**src/rtl/ps2_rx_fifo.sv**
```systemverilog
// PS/2 device-to-host receiver: synchronised and deglitched line inputs, an 11-bit frame
// decoder, and a first-word-fall-through scancode FIFO with sticky error flags.
module ps2_rx_fifo #(
  parameter int DEPTH   = 8,
  parameter int FILTER  = 4,
  parameter int TIMEOUT = 50000
) (
  input  logic                         fclk,
  input  logic                         rst,
  input  logic                         ps2_clk,
  input  logic                         ps2_data,
  input  logic                         rdn,
  input  logic                         err_clr,
  output logic [7:0]                   data_out,
  output logic                         data_ready,
  output logic [$clog2(DEPTH+1)-1:0]   count,
  output logic                         parity_err,
  output logic                         frame_err,
  output logic                         overflow
);

  localparam int AW = $clog2(DEPTH);
  localparam int PW = AW + 1;
  localparam int CW = $clog2(DEPTH + 1);
  localparam int FW = $clog2(FILTER + 1);
  localparam int TW = $clog2(TIMEOUT + 1);

  typedef enum logic [1:0] {IDLE, DATA, PARITY, STOP} state_t;

  logic          clk_s1, clk_s2, dat_s1, dat_s2, rdn_s1, rdn_s2, rdn_d;
  logic          fc, fc_d;
  logic [FW-1:0] fcnt;
  logic          fe, rbit, rd_rise;

  state_t        state;
  logic [2:0]    bitcnt;
  logic [7:0]    shift;
  logic          ok;
  logic [TW-1:0] tcnt;
  logic          stop_fe, tout, push, pop, par_set, frm_set;

  logic [7:0]    mem [DEPTH];
  logic [PW-1:0] wr_ptr, rd_ptr;
  logic          empty, full, do_push, ovf_set;

  // Idle-high lines reset to 1 so no false edge is seen as reset releases.
  always_ff @(posedge fclk or negedge rst) begin
    if (!rst) begin
      clk_s1 <= 1'b1;
      clk_s2 <= 1'b1;
      dat_s1 <= 1'b1;
      dat_s2 <= 1'b1;
      rdn_s1 <= 1'b1;
      rdn_s2 <= 1'b1;
      rdn_d  <= 1'b1;
      fc     <= 1'b1;
      fc_d   <= 1'b1;
      fcnt   <= '0;
    end else begin
      clk_s1 <= ps2_clk;
      clk_s2 <= clk_s1;
      dat_s1 <= ps2_data;
      dat_s2 <= dat_s1;
      rdn_s1 <= rdn;
      rdn_s2 <= rdn_s1;
      rdn_d  <= rdn_s2;
      fc_d   <= fc;
      if (clk_s2 == fc) begin
        fcnt <= '0;
      end else if (fcnt == FW'(FILTER - 1)) begin
        fc   <= clk_s2;
        fcnt <= '0;
      end else begin
        fcnt <= fcnt + 1'b1;
      end
    end
  end

  assign fe      = fc_d & ~fc;
  assign rbit    = dat_s2;
  assign rd_rise = rdn_s2 & ~rdn_d;

  assign stop_fe = fe && (state == STOP);
  assign tout    = (state != IDLE) && !fe && (tcnt == TW'(TIMEOUT - 1));
  assign push    = stop_fe && rbit && ok;
  assign par_set = stop_fe && !ok;
  assign frm_set = (stop_fe && !rbit && ok) || tout;

  always_ff @(posedge fclk or negedge rst) begin
    if (!rst) begin
      state  <= IDLE;
      bitcnt <= '0;
      shift  <= '0;
      ok     <= 1'b0;
      tcnt   <= '0;
    end else begin
      if (state == IDLE || fe) tcnt <= '0;
      else if (!tout)          tcnt <= tcnt + 1'b1;

      if (tout) begin
        state <= IDLE;
      end else if (fe) begin
        case (state)
          IDLE: begin
            if (!rbit) begin
              state  <= DATA;
              bitcnt <= '0;
            end
          end
          DATA: begin
            shift[bitcnt] <= rbit;
            if (bitcnt == 3'd7) state <= PARITY;
            else                bitcnt <= bitcnt + 1'b1;
          end
          PARITY: begin
            ok    <= (^shift) ^ rbit;
            state <= STOP;
          end
          default: state <= IDLE;
        endcase
      end
    end
  end

  assign empty   = (wr_ptr == rd_ptr);
  assign full    = (wr_ptr[AW] != rd_ptr[AW]) && (wr_ptr[AW-1:0] == rd_ptr[AW-1:0]);
  assign pop     = rd_rise && !empty;
  // A pop in the same cycle frees the slot the write pointer is aiming at.
  assign do_push = push && (!full || pop);
  assign ovf_set = push && full && !pop;

  always_ff @(posedge fclk or negedge rst) begin
    if (!rst) begin
      for (int i = 0; i < DEPTH; i++) mem[i] <= '0;
      wr_ptr     <= '0;
      rd_ptr     <= '0;
      parity_err <= 1'b0;
      frame_err  <= 1'b0;
      overflow   <= 1'b0;
    end else begin
      if (do_push) begin
        mem[wr_ptr[AW-1:0]] <= shift;
        wr_ptr              <= wr_ptr + 1'b1;
      end
      if (pop) rd_ptr <= rd_ptr + 1'b1;

      if (par_set)      parity_err <= 1'b1;
      else if (err_clr) parity_err <= 1'b0;
      if (frm_set)      frame_err  <= 1'b1;
      else if (err_clr) frame_err  <= 1'b0;
      if (ovf_set)      overflow   <= 1'b1;
      else if (err_clr) overflow   <= 1'b0;
    end
  end

  assign data_out   = mem[rd_ptr[AW-1:0]];
  assign data_ready = !empty;
  assign count      = CW'(wr_ptr - rd_ptr);

endmodule

```
**config.mk**
```make
export PLATFORM = sky130hd
export DESIGN_NAME = ps2_rx_fifo
export DESIGN_NICKNAME = d
export VERILOG_FILES = /design/src/rtl/ps2_rx_fifo.sv
export SDC_FILE = /design/constraint.sdc
export NUM_CORES = 1
export LEC_CHECK = 0
export ABC_AREA = 1
export CAP_MARGIN = 10
export CORE_AREA = 2 2 172 124
export CTS_CLUSTER_DIAMETER = 150
export DETAILED_ROUTE_END_ITERATION = 12
export DIE_AREA = 0 0 174 126
export GPL_TIMING_DRIVEN = 1
export SLEW_MARGIN = 10
export SYNTH_ARGS = -nofsm -noshare
export SYNTH_HDL_FRONTEND = slang
export SYNTH_SLANG_ARGS = --single-unit
```
**constraint.sdc**
```tcl
create_clock -name fclk -period 2.6 [get_ports fclk]
set_input_delay 0.52 -clock fclk [delete_from_list [all_inputs] [get_ports fclk]]
set_output_delay 0.52 -clock fclk [all_outputs]
set_load 0.01 [all_outputs]
```
# [Yosys cells after proc, flatten, opt, wreduce, memory -nomap -nowiden]
# Cells that the tools add are included.
[op_classes] add_sub_neg=6 n_mul=0 div_mod_pow=0 order_cmp=5 n_eq_ne=15 n_shift=0 n_mux=25 bitwise_logic=9 n_reduce_logical=37
[ops] cell="64-bit bitwise mux" count=1
[ops] cell="16-bit two-way mux" count=2
[ops] cell="8-bit binary-select mux with 3-bit select" count=1
[ops] cell="8-bit demux with 3-bit select" count=1
[ops] cell="8-bit two-way mux" count=3
[ops] cell="16-bit by 1-bit adder with 16-bit output, second input constant" count=1
[ops] cell="16-bit == test, second input constant" count=1
[ops] cell="1-bit logical AND" count=15
[ops] cell="3-bit two-way mux" count=4
[ops] cell="2-bit nonzero test" count=6
[ops] cell="3-bit AND reduction" count=3
[ops] cell="4-bit by 1-bit adder with 4-bit output, second input constant" count=2
[ops] cell="8-bit bitwise mux" count=1
[ops] cell="4-bit >= comparator, second input constant" count=2
[ops] cell="2-bit two-way mux" count=4
[ops] cell="3-bit inverter with 4-bit output" count=2
[ops] cell="8-bit parity" count=1
[ops] cell="3-bit by 1-bit adder with 3-bit output, second input constant" count=2
[ops] cell="1-bit zero test" count=6
[ops] cell="3-bit inequality test, second input constant" count=2
[ops] cell="2-bit case mux with 3 select lines" count=1
[ops] cell="3-bit case mux with 2 select lines" count=1
[ops] cell="1-bit two-way mux" count=5
[ops] cell="5-bit AND reduction" count=1
[ops] cell="21 further kinds" count=29
[word_totals] regBits=117 latchBits=0 ram_bits=0 romBits=0 output_inout_bits=16 word_cells=125 mem_count=0

# [Logic depth before layout (Yosys ltp)]
# Gate-level depths: netlist (run 1).
[depth] depth_word=8 depth_mapped=12 mapped_depth_nobuf=10

# [Worst setup path after synthesis (run 1)]
# Ideal clock, no wire load.
[synth_timing] path_kind="register to output" from="register rd_ptr[2]" to="output count[3]" arrival_ns=1.754 t_required_ns=2.080 setup_slack_ns=0.326 stages_incl_launch_ff=7 path_buffers=1 cell_sequence="dfrtp_1 clkbuf_1 clkinv_1 ha_1 inv_2 o31ai_1 xor2_1"
[synth_between] elab_chain_len=1
[synth_lines] element="start, declared" line="43" rtl="logic [PW-1:0] wr_ptr, rd_ptr;"
[synth_lines] element="start signal, assigned" line="145" rtl="if (pop) rd_ptr <= rd_ptr + 1'b1;"
[synth_lines] element="4-bit subtractor" line="158" rtl="assign count = CW'(wr_ptr - rd_ptr);"
[synth_lines] element="end, declared" line="16" rtl="output logic [$clog2(DEPTH+1)-1:0] count,"
# No other way between the ends.

# [Worst setup path after layout (run 1)]
[layout_timing] from="register wr_ptr[1]" to="output count[3]"
[layout_between] elab_chain_len=1
[layout_lines] element="start, declared" line="43"
[layout_lines] element="start signal, assigned" line="143" rtl="wr_ptr <= wr_ptr + 1'b1;"
[layout_lines] element="4-bit subtractor" line="158"
# No other way between the ends.

==> results of run 1 <==
-- through the flow --
step / util, % / TNS, ps / std cells / area [um2] / hold slack (ps)
final: 36.1 / 0 / 1081 / 7310 / 158
after global routing: 36.1 / 0 / 1081 / 7310 / 207
after CTS: 35.8 / -525 / 1078 / 7250 / 185
after detailed placement: 32.4 / 0 / 1046 / 6570 / 347
after global placement: 32.4 / 0 / 1046 / 6570 / 347
after floorplan: - / 0 / 761 / 5980 / 224
-- placed cells by master (no fill, tap or decap), types with 3 or more instances in the layout --
cell | Yosys | layout
nand2_1 | 244 | 244
dfrtp_1 | 108 | 106
nand3_1 | 81 | 81
nor2_1 | 72 | 72
inv_1 | 53 | 53
o21ai_0 | 49 | 49
a21oi_1 | 23 | 23
clkbuf_16 | 0 | 17
buf_4 | 0 | 16
ha_1 | 14 | 12
xor2_1 | 10 | 10
a31oi_1 | 10 | 10
o211ai_1 | 9 | 9
dfstp_2 | 9 | 9
clkdlybuf4s50_1 | 0 | 8
xnor2_1 | 7 | 7
inv_2 | 7 | 7
nand2_2 | 7 | 7
nor3_1 | 6 | 6
nand4_1 | 6 | 6
bufinv_16 | 0 | 6
dlymetal6s2s_1 | 0 | 6
dlygate4sd2_1 | 0 | 6
clkinv_4 | 0 | 4
buf_12 | 0 | 4
o31ai_1 | 3 | 3
inv_6 | 0 | 3
-- final timing paths --
check | from | to | slack, ps | cells past startpoint
max | wr_ptr[1] | count[3] | 130 | 6
min | rst | tcnt[0] | 160 | 1
max reg2reg | wr_ptr[1] | mem[14] | 570 | 11
min reg2reg | clk_s1 | clk_s2 | 350 | 0
max in group asynchronous | rst | mem[23] | 1730 | 2
min in group fclk | clk_s1 | clk_s2 | 350 | 0
-- final cells by class --
type	instances	area share, %
Sequential cell	117	40.2
Clock inverter	14	3.37
Timing Repair Buffer	41	5.74
Clock buffer	18	5.87
Tap cell	276	4.73
Multi-Input combinational cell	552	36.8
Inverter	63	3.27
-- synth_stat cells --
master    number  area share [%]
nand2_4        2            0.38
fa_1           1            0.33
buf_2          7            0.59
clkbuf_1      19             1.2
clkinv_1       2            0.13
nand3_1       81             6.8
inv_1         53             3.3
nand2_2        7            0.73
xnor2_1        7             1.0
o21ai_0       49             4.1
nor3b_1        1            0.13
a21oi_1       23             1.9
inv_2          7            0.44
o31ai_1        3            0.38
nor2_2         1            0.10
nand3_2        2            0.33
inv_4          1            0.10
xor2_1        10             1.5
o211ai_1       9             1.1
nor3_1         6            0.50
nand2_1      244              15
nor3_4         1            0.27
ha_1          14             2.9
nor2_1        72             4.5
buf_6          3            0.56
o21a_1         1            0.13
nand4_1        6            0.63
dfstp_2        9             4.0
a31oi_1       10             1.0
dfrtp_1      108              45
nor2_4         2            0.38
-- registers in the layout (all words and copies together), names as in the netlist, 2 cells and up --
signal,count
bitcnt,3
fcnt,3
mem,64
rd_ptr,4
shift,8
state,2
tcnt,16
wr_ptr,4
-- timing repair --
item	4_1_cts	5_1_grt
hold buffers	0	0
setup buffers	0	3
endpoints found under the hold margin	0	0
endpoints found under the setup margin	12	6
resized for setup	8	10
-- worst max-delay path, delay by kind of cell (launching register included) --
family                   cells  cell delay [ps]
buffers and inverters        3              490
flip-flops                   1              400
adder cells (fa/ha/maj)      1              260
XOR/XNOR                     1              150
AO/OA/AOI/OAI                1              240
-- kinds of logic (layout without fill, tap and decap cells) --
| kind of cell | after synthesis | count (layout) | synth area share [%] |
|---|---|---|---|
| adder cells (fa/ha/maj) | 15 | 15 | 3.26 |
| AO/OA/AOI/OAI | 95 | 95 | 8.70 |
| buffers and inverters | 92 | 136 | 6.34 |
| XOR/XNOR | 17 | 17 | 2.49 |
| AND/OR/NAND/NOR | 425 | 425 | 30.1 |
| flip-flops | 117 | 117 | 49.1 |
-- power groups by stage --
stage	combinational (mW)	clock (mW)	sequential, mW
2_1_floorplan	1.41	0	2.14
3_5_place_dp	2.15	0	2.31
4_1_cts	2.11	2.76	2.28
5_1_grt	2.38	2.84	2.32
3_3_place_gp	2.13	0	2.30
6_report	2.12	2.71	2.29
-- metal layers --
| metal | vias up | global-route usage (%) | routed length (um) |
|---|---|---|---|
| met5 | - | 0 | 0 |
| met4 | 0 | 4.84 | 165 |
| met3 | 16 | 3.65 | 807 |
| met2 | 106 | 20.5 | 6390 |
| met1 | 2379 | 21.8 | 7820 |
| li1 | 2524 | - | - |
==> results.yml, run 1 <==
logic_synthesis:
  synthesis.nets: 782
  syn_avg_cell_area_um2: 7.86
  syn_area_mm2: 0.00598
  synth.yosys.warnings: 0
  ys_ff_latch: 117
  seq_area_frac_synth_pct: 49.1
  postSynthCellCount: 761
  yosysUniqueCellTypes: 31
sta:
  grt_setup_unrepaired: "no"
  max_slew_margin_pct: 49.4
  fin_crit_ps: 2470
  hold_violations: 0
  fin_ws_ps: 134
  min_period_over_period_pct: 94.8
  fin_skew_ps: 14.0
  fmax_mhz: 406
  setup_violations: 0
  worst_pin_slew_ps: 756
  finalMaxSlewViolations: 0
clock_network:
  cts_sinks: 117
  h-tree-depth: 4
  clk_pin_slew_ps: 60
  numCtsBuffers: 17
  clock_latency_ps: 420
  cts_tree: "yes"
  clock-root-buffer: "clkbuf_16"
  clockBufferDepth: 2
floorplan:
  pin_count: 22
  die_area_mm2: 0.0219
  start_util_pct: 29.5
  die_h_um: 126
  chipWidth_um: 174
  core_mm2: 0.0203
  row_count: 44
final_layout:
  regArea_mm2: 0.00294
  syn_to_final_growth_pct: 22.2
  n_antenna_cell: 0
  layout-drive-gt1-share_pct: 10.9
  multi_input_area_mm2: 0.00269
  nFillCells: 2122
  nets: 813
power:
  power.switching_mw: 2.48
  p_int_mw: 4.63
  clockPowerShare_pct: 38.0
  powerDensity_mw_per_mm2: 974
  power.leakage_nw: 3.63
  pwr-share-comb_pct: 29.7
  p_sw_share_pct: 34.9
  seqPwrFrac_pct: 32.2
  irDropWorstVdd_mv: 0.500
  total_power_mw: 7.12
global_routing:
  grt_pass1_vias: 4696
  grt_overflow_total: 0
  antenna_found_initial: 0
  grt_use_total_pct: 14.6
  grt_pass1_wl_um: 25100
  grt_max_degree: 69
min_path:
  min_path_type: "input port to asynchronous set/reset pin"
detailed_routing:
  firstDrtPassIters: 4
  routedWlPerCell_um: 14.0
  drt_iter0_drc: 477
  drt-total-wl_um: 15200
  dr_total_vias: 5025
  drc_errors: 0
  ant_nets: 0
  via_per_inst: 4.65
place:
  pre_cts_ws_ps: 226
  place_congestion: 0.794
  dp_hpwl_um: 10100
  io_buffers: 21
setup_path:
  slowest_delay_ps: 400
  crit_path_end_kind: "output port"
  critPathSlowestCell: "dfrtp_1"
  worst-setup-path-type: "flip-flop to output port"
  cp.arrival_ps: 1950
  crit_chain: "buf_4 -> ha_1 -> inv_1 -> o31ai_1 -> xor2_1 -> dlygate4sd2_1"
  crit_fanout: 3
  worstSetupStartpointType: "flip-flop"
  required_ps: 2080
status:
  outcome: "finished, final reports clean"
run:
  cap_viol_max_count: 0
(Power assumes the default switching activity.)
==> inputs of run 2 (changes only) <==
--- a/config.mk
+++ b/config.mk
@@ -12,6 +12,8 @@
 export DETAILED_ROUTE_END_ITERATION = 12
 export DIE_AREA = 0 0 174 126
 export GPL_TIMING_DRIVEN = 1
+export MAX_ROUTING_LAYER = met4
+export SKIP_CTS_REPAIR_TIMING = 1
 export SLEW_MARGIN = 10
 export SYNTH_ARGS = -nofsm -noshare
 export SYNTH_HDL_FRONTEND = slang
==> run 2 against run 1 <==
Net effect: wire length down 0.17%; global-route usage rose by 0.47 points; combinational power hardly changed; critical path type unchanged; via count is 0.36% higher; clock skew up 0.93 ps; maximum frequency increased by 3.1%; hold slack better by 1.9 ps; critical path depth shrank 2; critical endpoint is now count[0]; clock-buffer cell count did not move; clock power is essentially flat; largest cell class unchanged.
==> results.yml, run 2 (synthesis gave the netlist of run 1 again) <==
floorplan:
  pin_count: 22
  core_mm2: 0.0203
  die_area_mm2: 0.0219
  row_count: 44
  die_h_um: 126
  chipWidth_um: 174
  start_util_pct: 29.5
power:
  irDropWorstVdd_mv: 0.493
  power.leakage_nw: 3.67
  powerDensity_mw_per_mm2: 976
  total_power_mw: 7.13
final_layout:
  nets: 810
  nFillCells: 2119
  layout-drive-gt1-share_pct: 10.5
  regMostFlops: "mem"
  final_cell_mix: "nand2_1 (244), dfrtp_1 (107), nand3_1 (81), nor2_1 (72), inv_1 (53)"
  largest_reg_flops: 64
  n_antenna_cell: 0
  syn_to_final_growth_pct: 22.2
  instances_no_fill: 1078
  layout_commonest_cell: "nand2_1"
  reg_top3: "mem (64), tcnt (16), shift (8)"
sta:
  finalMaxSlewViolations: 0
  min_period_over_period_pct: 92.0
  fin_crit_ps: 2390
  grt_setup_unrepaired: "no"
  max_slew_margin_pct: 50.1
  fmax_mhz: 418
  setup_violations: 0
  fin_skew_ps: 15.0
  hold_violations: 0
  worst_pin_slew_ps: 746
detailed_routing:
  drt-total-wl_um: 15200
  drt_iter0_drc: 509
  firstDrtPassIters: 5
  drc_errors: 0
  via_per_inst: 4.68
  dr_total_vias: 5043
  ant_nets: 0
  routedWlPerCell_um: 14.1
setup_path:
  crit_chain: "inv_2 -> ha_4 -> inv_1 -> clkdlybuf4s50_1"
  worst-setup-path-type: "flip-flop to output port"
  cp_top_family: "buffers and inverters"
  cp.arrival_ps: 1870
  critPathSlowestCell: "clkdlybuf4s50_1"
  crit_path_end_kind: "output port"
  slowest_delay_ps: 600
  cp_num_buf_inv: 3
  required_ps: 2080
  worstSetupStartpointType: "flip-flop"
  cp-startpoint: "wr_ptr[0]"
  crit_fanout: 6
  crit-reg2reg-launch: "rd_ptr[0]"
clock_network:
  cts_tree: "yes"
  numCtsBuffers: 17
  clock_latency_ps: 420
  h-tree-depth: 4
  clock-root-buffer: "clkbuf_16"
  cts_sinks: 117
  clockBufferDepth: 2
  clk_pin_slew_ps: 60
place:
  io_buffers: 21
  dp_hpwl_um: 10100
  place_congestion: 0.806
  placed_cells_incl_taps: 1046
global_routing:
  grt_max_degree: 69
  grt_pass1_wl_um: 25200
  grt_pass1_vias: 4705
  use_met2_pct: 20.5
  top_usage_layer: "met1"
  met3_usage_pct: 3.68
  use_met1_pct: 21.8
  grt_use_total_pct: 15.1
  grt_overflow_total: 0
  antenna_found_initial: 0
run:
  cap_viol_max_count: 0
status:
  outcome: "finished, final reports clean"
min_path:
  min_path_type: "input port to asynchronous set/reset pin"
run 2: worst paths after layout:
path | to | slack [ps] | cells after the start
worst max-delay path | count[0] | 210 | 4
worst min-delay path | tcnt[0] | 160 | 1
worst max register to register | mem[37] | 570 | 10
worst min register to register | clk_s2 | 350 | 0
max in group asynchronous | mem[20] | 1730 | 2
min in group fclk | clk_s2 | 350 | 0
run 2: routing by layer:
metal	share of wire (%)	wire [um]
met5	0	0
met4	1.1	167
met3	5.2	795
met2	42	6360
met1	52	7830
run 2: stage by stage:
step | setup TNS, ps | hold slack, ps | cell area (um2) | setup WS, ps | util, %
final | 0 | 160 | 7310 | 208 | 36.1
after global routing | 0 | 207 | 7310 | 97.2 | 36.1
after CTS | -1200 | 185 | 7250 | -240 | 35.8
after detailed placement | 0 | 347 | 6570 | 226 | 32.4
after global placement | 0 | 347 | 6570 | 224 | 32.4
after floorplan | 0 | 224 | 5980 | 326 | -
run 2: final cells by class:
cell class	count	area (um2)	share of cell area, %
clock buffers	18	429	5.87
clock inverters	14	246	3.37
inverters	63	239	3.27
multi-input cells	552	2690	36.8
flip-flops and latches	117	2940	40.2
well taps	276	345	4.72
repair buffers	38	423	5.78
run 2: report_power, final:
group | switching (mW) | internal [mW] | leakage [nW]
Sequential | 0.296 | 2.00 | 1.58
Combinational | 1.29 | 0.847 | 1.76
Clock | 0.895 | 1.81 | 0.329
==> inputs of run 3 (changes only) <==
--- a/config.mk
+++ b/config.mk
@@ -6,11 +6,12 @@
 export NUM_CORES = 1
 export LEC_CHECK = 0
 export ABC_AREA = 1
+export ABC_CLOCK_PERIOD_IN_PS = 2600
 export CAP_MARGIN = 10
-export CORE_AREA = 2 2 172 124
+export CORE_AREA = 2 2 150 108
 export CTS_CLUSTER_DIAMETER = 150
 export DETAILED_ROUTE_END_ITERATION = 12
-export DIE_AREA = 0 0 174 126
+export DIE_AREA = 0 0 152 110
 export GPL_TIMING_DRIVEN = 1
 export MAX_ROUTING_LAYER = met4
 export SKIP_CTS_REPAIR_TIMING = 1
==> run 3 against run 2 <==
Net effect: the run now ends with negative setup slack left; flip-flop and latch count is the same; first-iteration DRC count fell by 1.8%; combinational power about the same; largest cell class unchanged; design area is 3.2% lower.
==> results.yml, run 3 (synthesis gave the netlist of run 1 again) <==
floorplan:
  die_area_mm2: 0.0167
  die_h_um: 110
  start_util_pct: 39.2
  core_mm2: 0.0153
  chipWidth_um: 152
  pin_count: 22
  row_count: 38
power:
  irDropWorstVdd_mv: 0.354
  powerDensity_mw_per_mm2: 939
  power.leakage_nw: 3.51
detailed_routing:
  ant_nets: 0
  drt_iter0_drc: 500
  via_per_inst: 5.02
  drc_errors: 0
  drt-total-wl_um: 15000
  dr_total_vias: 5027
  routedWlPerCell_um: 15.0
  firstDrtPassIters: 5
place:
  placed_cells_incl_taps: 972
  place_congestion: 0.834
  dp_hpwl_um: 10100
  io_buffers: 21
setup_path:
  crit_path_end_kind: "output port"
  crit_fanout: 6
  required_ps: 2080
  cp.arrival_ps: 2150
  worstSetupStartpointType: "flip-flop"
  worst-setup-path-type: "flip-flop to output port"
sta:
  finalMaxSlewViolations: 0
  setup_violations: 5
  min_period_over_period_pct: 103
  fmax_mhz: 374
  max_slew_margin_pct: 48.1
  grt_setup_unrepaired: "yes"
  fin_skew_ps: 11.2
  fin_ws_ps: -72.1
  worst_pin_slew_ps: 775
  fin_crit_ps: 2670
  hold_violations: 0
final_layout:
  regMostFlops: "mem"
  largest_reg_flops: 64
  final_cell_mix: "nand2_1 (244), dfrtp_1 (108), nand3_1 (81), nor2_1 (72), inv_1 (53)"
  fin_util_pct: 46.4
  layout_commonest_cell: "nand2_1"
  reg_top3: "mem (64), tcnt (16), shift (8)"
  layout-drive-gt1-share_pct: 9.86
  nets: 812
  n_antenna_cell: 0
  syn_to_final_growth_pct: 18.4
  instances_no_fill: 1001
global_routing:
  antenna_found_initial: 0
  grt_pass1_wl_um: 24600
  grt_pass1_vias: 4503
  grt_use_total_pct: 19.7
  grt_overflow_total: 0
  grt_max_degree: 55
clock_network:
  clockBufferDepth: 2
  clock_latency_ps: 420
  h-tree-depth: 4
  clock-root-buffer: "clkbuf_16"
  cts_tree: "yes"
  numCtsBuffers: 17
  clk_pin_slew_ps: 50
  cts_sinks: 117
status:
  violations: "negative setup slack"
  outcome: "finished with violations"
min_path:
  min_path_type: "input port to asynchronous set/reset pin"
run:
  cap_viol_max_count: 0
## run 3: layout make-up
class | count | area, um2
flip-flops and latches | 117 | 2940
multi-input cells | 552 | 2680
inverters | 63 | 239
well taps | 200 | 250
clock inverters | 5 | 75.1
repair buffers | 40 | 414
fillers | 1436 | 8180
clock buffers | 24 | 482
## run 3: per-stage QoR
| step | TNS [ps] | hold WS (ps) | setup WS (ps) | instance area, um2 | total power [mW] |
|---|---|---|---|---|---|
| after floorplan | 0 | 224 | 326 | 5980 | 3.54 |
| after global placement | 0 | 347 | 268 | 6490 | 4.41 |
| after detailed placement | 0 | 350 | 238 | 6490 | 4.42 |
| after CTS | -1010 | 5.32 | -224 | 7050 | 6.68 |
| after global routing | -1180 | 12.9 | -200 | 7080 | 7.09 |
| final | -212 | 0.320 | -72.1 | 7080 | 6.65 |
## run 3: critical path: stages, from the launching register on
cell and delay [ps]:
dfrtp_1 380, inv_2 110, ha_1 250, fa_1 430, inv_1 60, clkdlybuf4s50_1 520
## run 3: report_power, final
group          leakage [nW]  internal, mW  switching, mW  total (mW)
clock network         0.276          1.46          0.787        2.25
logic                  1.65         0.864           1.25        2.11
registers              1.58          2.00          0.285        2.28
total                  3.51          4.33           2.32        6.65
## run 3: metal layers
layer / vias up / track usage (%) / share of wire [%]
met3: 19 / 5.51 / 7.2
met1: 2348 / 29.4 / 51
li1: 2510 / - / -
met2: 150 / 25.2 / 40
met4: 0 / 6.74 / 1.7
met5: - / - / 0
## run 3: path summary, 6_finish.rpt
| check | startpoint | end | slack, ps | cells past startpoint |
|---|---|---|---|---|
| min in group fclk | clk_s1 | clk_s2 | 350 | 0 |
| setup / recovery | wr_ptr[0] | count[1] | -70 | 5 |
| hold / removal | rst | tcnt[5] | 0.3 | 1 |
| max in group asynchronous | rst | rdn_s1 | 1890 | 2 |
| hold reg to reg | clk_s1 | clk_s2 | 350 | 0 |
| setup reg to reg | rd_ptr[1] | mem[23] | 340 | 11 |
